===== src/rtl/lsu_pkg.sv =====
// Shared definitions for the LSU bus master: size encodings, FSM states
// and helpers that derive byte enables and store data from the access size.
package lsu_pkg;

  localparam logic [1:0] SZ_B = 2'd0;
  localparam logic [1:0] SZ_H = 2'd1;
  localparam logic [1:0] SZ_W = 2'd2;
  localparam logic [1:0] SZ_R = 2'd3;

  localparam logic [31:0] MEM_BASE    = 32'h3000_0000;
  localparam logic [31:0] SERIAL_PORT = 32'h1000_0000;

  typedef enum logic [1:0] {
    IDLE = 2'd0,
    REQ  = 2'd1,
    WAIT = 2'd2,
    DONE = 2'd3
  } state_t;

  function automatic logic [3:0] wmask_from_size(input logic [1:0] size);
    logic [3:0] mask;
    case (size)
      SZ_B:    mask = 4'b0001;
      SZ_H:    mask = 4'b0011;
      SZ_W:    mask = 4'b1111;
      default: mask = 4'b0000;
    endcase
    return mask;
  endfunction

  function automatic logic [31:0] wdata_trim(input logic [1:0] size, input logic [31:0] wdata);
    logic [31:0] trimmed;
    case (size)
      SZ_B:    trimmed = {24'h00_0000, wdata[7:0]};
      SZ_H:    trimmed = {16'h0000, wdata[15:0]};
      default: trimmed = wdata;
    endcase
    return trimmed;
  endfunction

  function automatic logic misaligned(input logic [1:0] size, input logic [1:0] addr_lo);
    logic bad;
    case (size)
      SZ_H:    bad = addr_lo[0];
      SZ_W:    bad = (addr_lo != 2'b00);
      default: bad = 1'b0;
    endcase
    return bad;
  endfunction

endpackage


===== src/rtl/lsu_load_ext.sv =====
// Sign/zero extension of LSB-justified load data according to access size.
module lsu_load_ext
  import lsu_pkg::*;
(
  input  logic [31:0] rdata,
  input  logic [1:0]  size,
  input  logic        is_unsigned,
  output logic [31:0] ext_data
);

  // Extend the low byte or half; words and anything else pass through.
  always_comb begin
    ext_data = rdata;
    case (size)
      SZ_B: begin
        if (is_unsigned) ext_data = {24'h00_0000, rdata[7:0]};
        else             ext_data = {{24{rdata[7]}}, rdata[7:0]};
      end
      SZ_H: begin
        if (is_unsigned) ext_data = {16'h0000, rdata[15:0]};
        else             ext_data = {{16{rdata[15]}}, rdata[15:0]};
      end
      default: ext_data = rdata;
    endcase
  end

endmodule


===== src/rtl/lsu_bus_master.sv =====
// LSU memory-port initiator: one transaction in flight, single-cycle request
// pulse, timeout guard and valid/ready hand-off of the extended result.
module lsu_bus_master
  import lsu_pkg::*;
#(
  parameter int TIMEOUT        = 255,
  parameter int MISALIGN_CHECK = 1
) (
  input  logic        clock,
  input  logic        reset,
  input  logic        in_valid,
  output logic        in_ready,
  input  logic        in_wen,
  input  logic [1:0]  in_size,
  input  logic        in_unsigned,
  input  logic [31:0] in_addr,
  input  logic [31:0] in_wdata,
  output logic        out_valid,
  input  logic        out_ready,
  output logic [31:0] out_rdata,
  output logic        out_err,
  output logic        io_lsu_reqValid,
  output logic [31:0] io_lsu_addr,
  output logic        io_lsu_wen,
  output logic [31:0] io_lsu_wdata,
  output logic [3:0]  io_lsu_wmask,
  output logic [1:0]  io_lsu_size,
  input  logic [31:0] io_lsu_rdata,
  input  logic        io_lsu_respValid
);

  localparam int             CW   = (TIMEOUT > 2) ? $clog2(TIMEOUT) : 1;
  localparam logic [CW-1:0]  TERM = CW'(TIMEOUT - 1);

  state_t        state_r;
  logic [CW-1:0] cnt_r;
  logic          op_unsigned_r;
  logic [31:0]   ext_s;
  logic          bad_s;

  // The io_lsu_* registers double as the captured operands of the transaction.
  lsu_load_ext u_load_ext (
    .rdata       (io_lsu_rdata),
    .size        (io_lsu_size),
    .is_unsigned (op_unsigned_r),
    .ext_data    (ext_s)
  );

  // Reject reserved sizes and, when enabled, misaligned half/word accesses.
  always_comb begin
    if (in_size == SZ_R) begin
      bad_s = 1'b1;
    end else if (MISALIGN_CHECK != 0) begin
      bad_s = misaligned(in_size, in_addr[1:0]);
    end else begin
      bad_s = 1'b0;
    end
  end

  // Transaction FSM with all outputs registered.
  always_ff @(posedge clock or negedge reset) begin
    if (!reset) begin
      state_r         <= IDLE;
      cnt_r           <= '0;
      op_unsigned_r   <= 1'b0;
      in_ready        <= 1'b1;
      out_valid       <= 1'b0;
      out_rdata       <= 32'h0000_0000;
      out_err         <= 1'b0;
      io_lsu_reqValid <= 1'b0;
      io_lsu_addr     <= 32'h0000_0000;
      io_lsu_wen      <= 1'b0;
      io_lsu_wdata    <= 32'h0000_0000;
      io_lsu_wmask    <= 4'b0000;
      io_lsu_size     <= 2'b00;
    end else begin
      case (state_r)
        IDLE: begin
          if (in_valid) begin
            in_ready      <= 1'b0;
            op_unsigned_r <= in_unsigned;
            if (bad_s) begin
              state_r   <= DONE;
              out_valid <= 1'b1;
              out_err   <= 1'b1;
              out_rdata <= 32'h0000_0000;
            end else begin
              state_r         <= REQ;
              io_lsu_reqValid <= 1'b1;
              io_lsu_addr     <= in_addr;
              io_lsu_wen      <= in_wen;
              io_lsu_wdata    <= wdata_trim(in_size, in_wdata);
              io_lsu_wmask    <= in_wen ? wmask_from_size(in_size) : 4'b0000;
              io_lsu_size     <= in_size;
            end
          end
        end
        REQ: begin
          io_lsu_reqValid <= 1'b0;
          cnt_r           <= '0;
          state_r         <= WAIT;
        end
        WAIT: begin
          // A response on the terminal count still counts as success.
          if (io_lsu_respValid) begin
            state_r   <= DONE;
            out_valid <= 1'b1;
            out_err   <= 1'b0;
            out_rdata <= io_lsu_wen ? 32'h0000_0000 : ext_s;
          end else if (cnt_r == TERM) begin
            state_r   <= DONE;
            out_valid <= 1'b1;
            out_err   <= 1'b1;
            out_rdata <= 32'h0000_0000;
          end else begin
            cnt_r <= cnt_r + 1'b1;
          end
        end
        DONE: begin
          if (out_ready) begin
            state_r   <= IDLE;
            in_ready  <= 1'b1;
            out_valid <= 1'b0;
            out_err   <= 1'b0;
            out_rdata <= 32'h0000_0000;
          end
        end
        default: begin
          state_r         <= IDLE;
          in_ready        <= 1'b1;
          out_valid       <= 1'b0;
          out_err         <= 1'b0;
          out_rdata       <= 32'h0000_0000;
          io_lsu_reqValid <= 1'b0;
        end
      endcase
    end
  end

endmodule


===== config.mk =====
export PLATFORM = sky130hd
export DESIGN_NAME = lsu_bus_master
export DESIGN_NICKNAME = d
export VERILOG_FILES = /design/src/rtl/lsu_pkg.sv /design/src/rtl/lsu_load_ext.sv /design/src/rtl/lsu_bus_master.sv
export SDC_FILE = /design/constraint.sdc
export NUM_CORES = 1
export LEC_CHECK = 0
export ABC_AREA = 1
export ABC_CLOCK_PERIOD_IN_PS = 3930
export BUFFER_PORTS_ARGS = -buffer_cell sky130_fd_sc_hd__buf_2
export CAP_MARGIN = 25
export CORE_ASPECT_RATIO = 0.7
export CORE_MARGIN = 2
export CORE_UTILIZATION = 34
export CTS_CLUSTER_DIAMETER = 60
export DETAILED_ROUTE_END_ITERATION = 6
export PLACE_DENSITY_LB_ADDON = 0.2
export SLEW_MARGIN = 15
export SYNTH_ARGS = -nofsm -noshare
export SYNTH_HDL_FRONTEND = slang
export SYNTH_SLANG_ARGS = --single-unit

===== constraint.sdc =====
create_clock -name clock -period 3.93 [get_ports clock]
set_clock_uncertainty 0.15 [all_clocks]
set_input_delay 0.393 -clock clock [delete_from_list [all_inputs] [get_ports clock]]
set_output_delay 0.393 -clock clock [all_outputs]
set_load 0.005 [all_outputs]

==> results.yml <==
run_status:
  outcome: "completed"
synth:
  synth_nets: 756
  async_flop_share_pct: 100
  netlist_top_cells_area: "dfrtp_1, nand2_1, o21ai_0, nor2_1, inv_1"
  synth_cell_type_count: 30
  synth_edf_count: 0
  synth_top_cell_by_area: "dfrtp_1"
  syn_area_per_cell_sq_um: 8.23
  yosysMostFrequentCell: "nand2_1"
  seq_area_frac_synth_pct: 55.6
  synth.cell_area_sq_um: 5270
  netlist_top_cells_count: "nand2_1, dfrtp_1, nor2_1, inv_1, o21ai_0"
  syn_inst: 640
  synth_ff_type: "dfrtp_1"
  synth_warnings: 0
  synth_top_area_share_pct: 55.1
  ys_ff_latch: 117
die:
  dieArea_sq_um: 16500
  ioPinCount: 212
  initial_core_util_pct: 34.4
  rows: 38
  die_x_microns: 153
  coreArea_sq_um: 15300
  die_h_microns: 108
cells_and_area:
  n_antenna_cell: 0
  final_nets: 965
  syn_to_final_growth_pct: 35.1
  drive_gt1_share_pct: 30.7
  fillers: 1520
clock_network:
  clk_latency_ps: 400
  cts_buffers: 17
  cts_max_path_buffers: 2
  cts-root-buf: "clkbuf_16"
  clock_sinks: 117
  cts_tree: "built"
  path_clk_slew_ps: 60
  htreeDepth: 4
power:
  p_leak_nw: 4.18
  power_density_nw_per_um2: 763
  ir_drop_uv: 286
min_path:
  min_path_cells: 3
  hp-start: "in_wdata[7]"
  hold_end: "io_lsu_wdata[7]"
  min_path_type: "in -> reg"
global_route:
  grt_overflow_total: 0
  grt_first_pass_wirelength_mm: 22.1
  antenna_found_initial: 0
  grt_max_degree: 99
  grt_pass1_vias: 4349
  grt_usage_pct: 16.8
placed_design:
  hpwlAfterDp_mm: 9.38
  place_ws_ps: 1530
  portBuffers: 211
  place.gp.congestion: 0.834
sta:
  rsz0062_at_grt: "false"
  setup_slack_ps: 1590
  tightestPinTransition_ps: 918
  report.final.hold_viol_count: 0
  finalSetupTns_ps: 0
  finalSetupViolCount: 0
  post-route-period-util_pct: 59.5
  fmax_mhz: 428
  slew_viol_final: 0
  relSlewSlack_pct: 38.6
  period_minus_slack_ps: 2340
setup_path:
  crit_arrival_ps: 2430
  r2r_end: "io_lsu_wdata[21]"
  crit_type: "reg -> reg"
  slowest_stage: "buf_4"
  worstReg2RegStart: "state_r[0]"
  cp_max_fo: 98
  critical_path.cell_chain: "inv_1 -> ha_1 -> nand2_1 -> clkinv_1 -> nand3_4 -> buf_4 -> o21ai_0"
  rrSetupSlack_ps: 1590
  max_stage_delay_ps: 660
  required_ps: 4030
  setup.worst_path.start_class: "flop"
  end_kind: "flop"
  reg2reg_depth: 7
routing:
  drtIter0Drc: 224
  finalWirelength_mm: 13.7
  ant_nets: 0
  firstDrtPassIters: 4
  num_vias: 4576
  wl_per_cell_microns: 12.9
  drc: 0
  viasPerCell: 4.31
flow_run:
  drv_cap: 0
[worst max-delay path: cells and delay by family, from the launching register on]
family	cells	cell delay (ps)
compound gates	1	180
flops	1	380
buf+inv	3	910
simple gates	2	230
fa+ha+maj	1	280
[placed cells by master (no fill, tap or decap), types with 2 or more instances in the layout]
cell          n
nand2_1     314
nand3_4       3
inv_1        38
clkinv_4      5
nor2_1       47
clkbuf_16    17
nor2_4        2
bufinv_16     4
dfrtp_1     116
clkinv_1      2
nand4_1       3
o21ai_0      37
buf_4         4
inv_6         2
buf_2       210
clkinvlp_4    2
nand2_4       2
ha_1         11
nand3_1      10
nand3_2       3
nand2_2       2
o21ai_1       3
a21oi_1      11
[registers in the layout, summed over array words and instances (netlist names), 2 cells and up]
name	cells
cnt_r	8
io_lsu_addr	32
io_lsu_size	2
io_lsu_wdata	32
io_lsu_wmask	3
out_rdata	32
state_r	2
[stage by stage]
step           area (sq um)  hold WS [ps]  util (%)  std cells  total power [mW]
2_1_floorplan          5270         -52.6         -        640              3.08
5_1_grt                7110          27.9      46.5       1061              5.85
3_5_place_dp           6450           304      42.1       1028              3.80
4_1_cts                7080          7.25      46.2       1059              5.49
6_report               7110          31.2      46.5       1061              5.43
3_3_place_gp           6450           301      42.1       1028              3.81
[kinds of logic (layout without fill, tap and decap cells)]
group	count (synthesis)	count (layout)	synth area share, %
AO/OA/AOI/OAI	54	54	5.44
XOR/XNOR	1	1	0.166
adder cells (fa/ha/maj)	11	11	2.61
buffers and inverters	67	288	5.89
flip-flops	117	117	55.6
AND/OR/NAND/NOR	390	390	30.3
[power by group]
part / switching, mW / internal (mW) / total [mW]
Combinational: 1.12 / 0.704 / 1.82
Clock: 0.582 / 1.06 / 1.65
Sequential: 0.279 / 1.68 / 1.96
Total: 1.98 / 3.45 / 5.43
[timing repair]
action                    CTS  global route
hold endpoints to repair    0            12
hold buffers                0             1
gates resized for setup     0             0
buffers inserted            0             0
[how the worst max path moves through the flow]
stage                             endpoint  depth (start not counted)        from  slack, ps
after CTS                   io_lsu_addr[0]                          7  state_r[0]       1600
after global routing         out_rdata[25]                          8  state_r[0]       1350
after detailed placement  io_lsu_wdata[23]                          7  in_size[1]       1530
after floorplan               out_rdata[0]                         10  state_r[0]       2190
after global placement    io_lsu_wdata[14]                          9  in_size[1]       1600
final                     io_lsu_wdata[21]                          7  state_r[0]       1590
[metal layers]
layer  routed length, microns  global-route usage [%]  vias to the layer above
met1                     7110                    24.5                     2035
met5                        0                       0                        -
met2                     5330                    23.2                      152
met4                      128                    4.70                        0
met3                     1090                    6.01                       10
li1                         -                       -                     2379
[final cells by class]
class,instances,area (sq um),area share [%]
clock inverters,14,201,2.83
clock buffers,17,425,5.98
flip-flops and latches,117,2930,41.2
inverters,41,154,2.16
repair buffers,216,1120,15.7
multi-input cells,456,2030,28.6
well taps,200,250,3.52
Note: power is estimated with default switching activity, not from simulation.
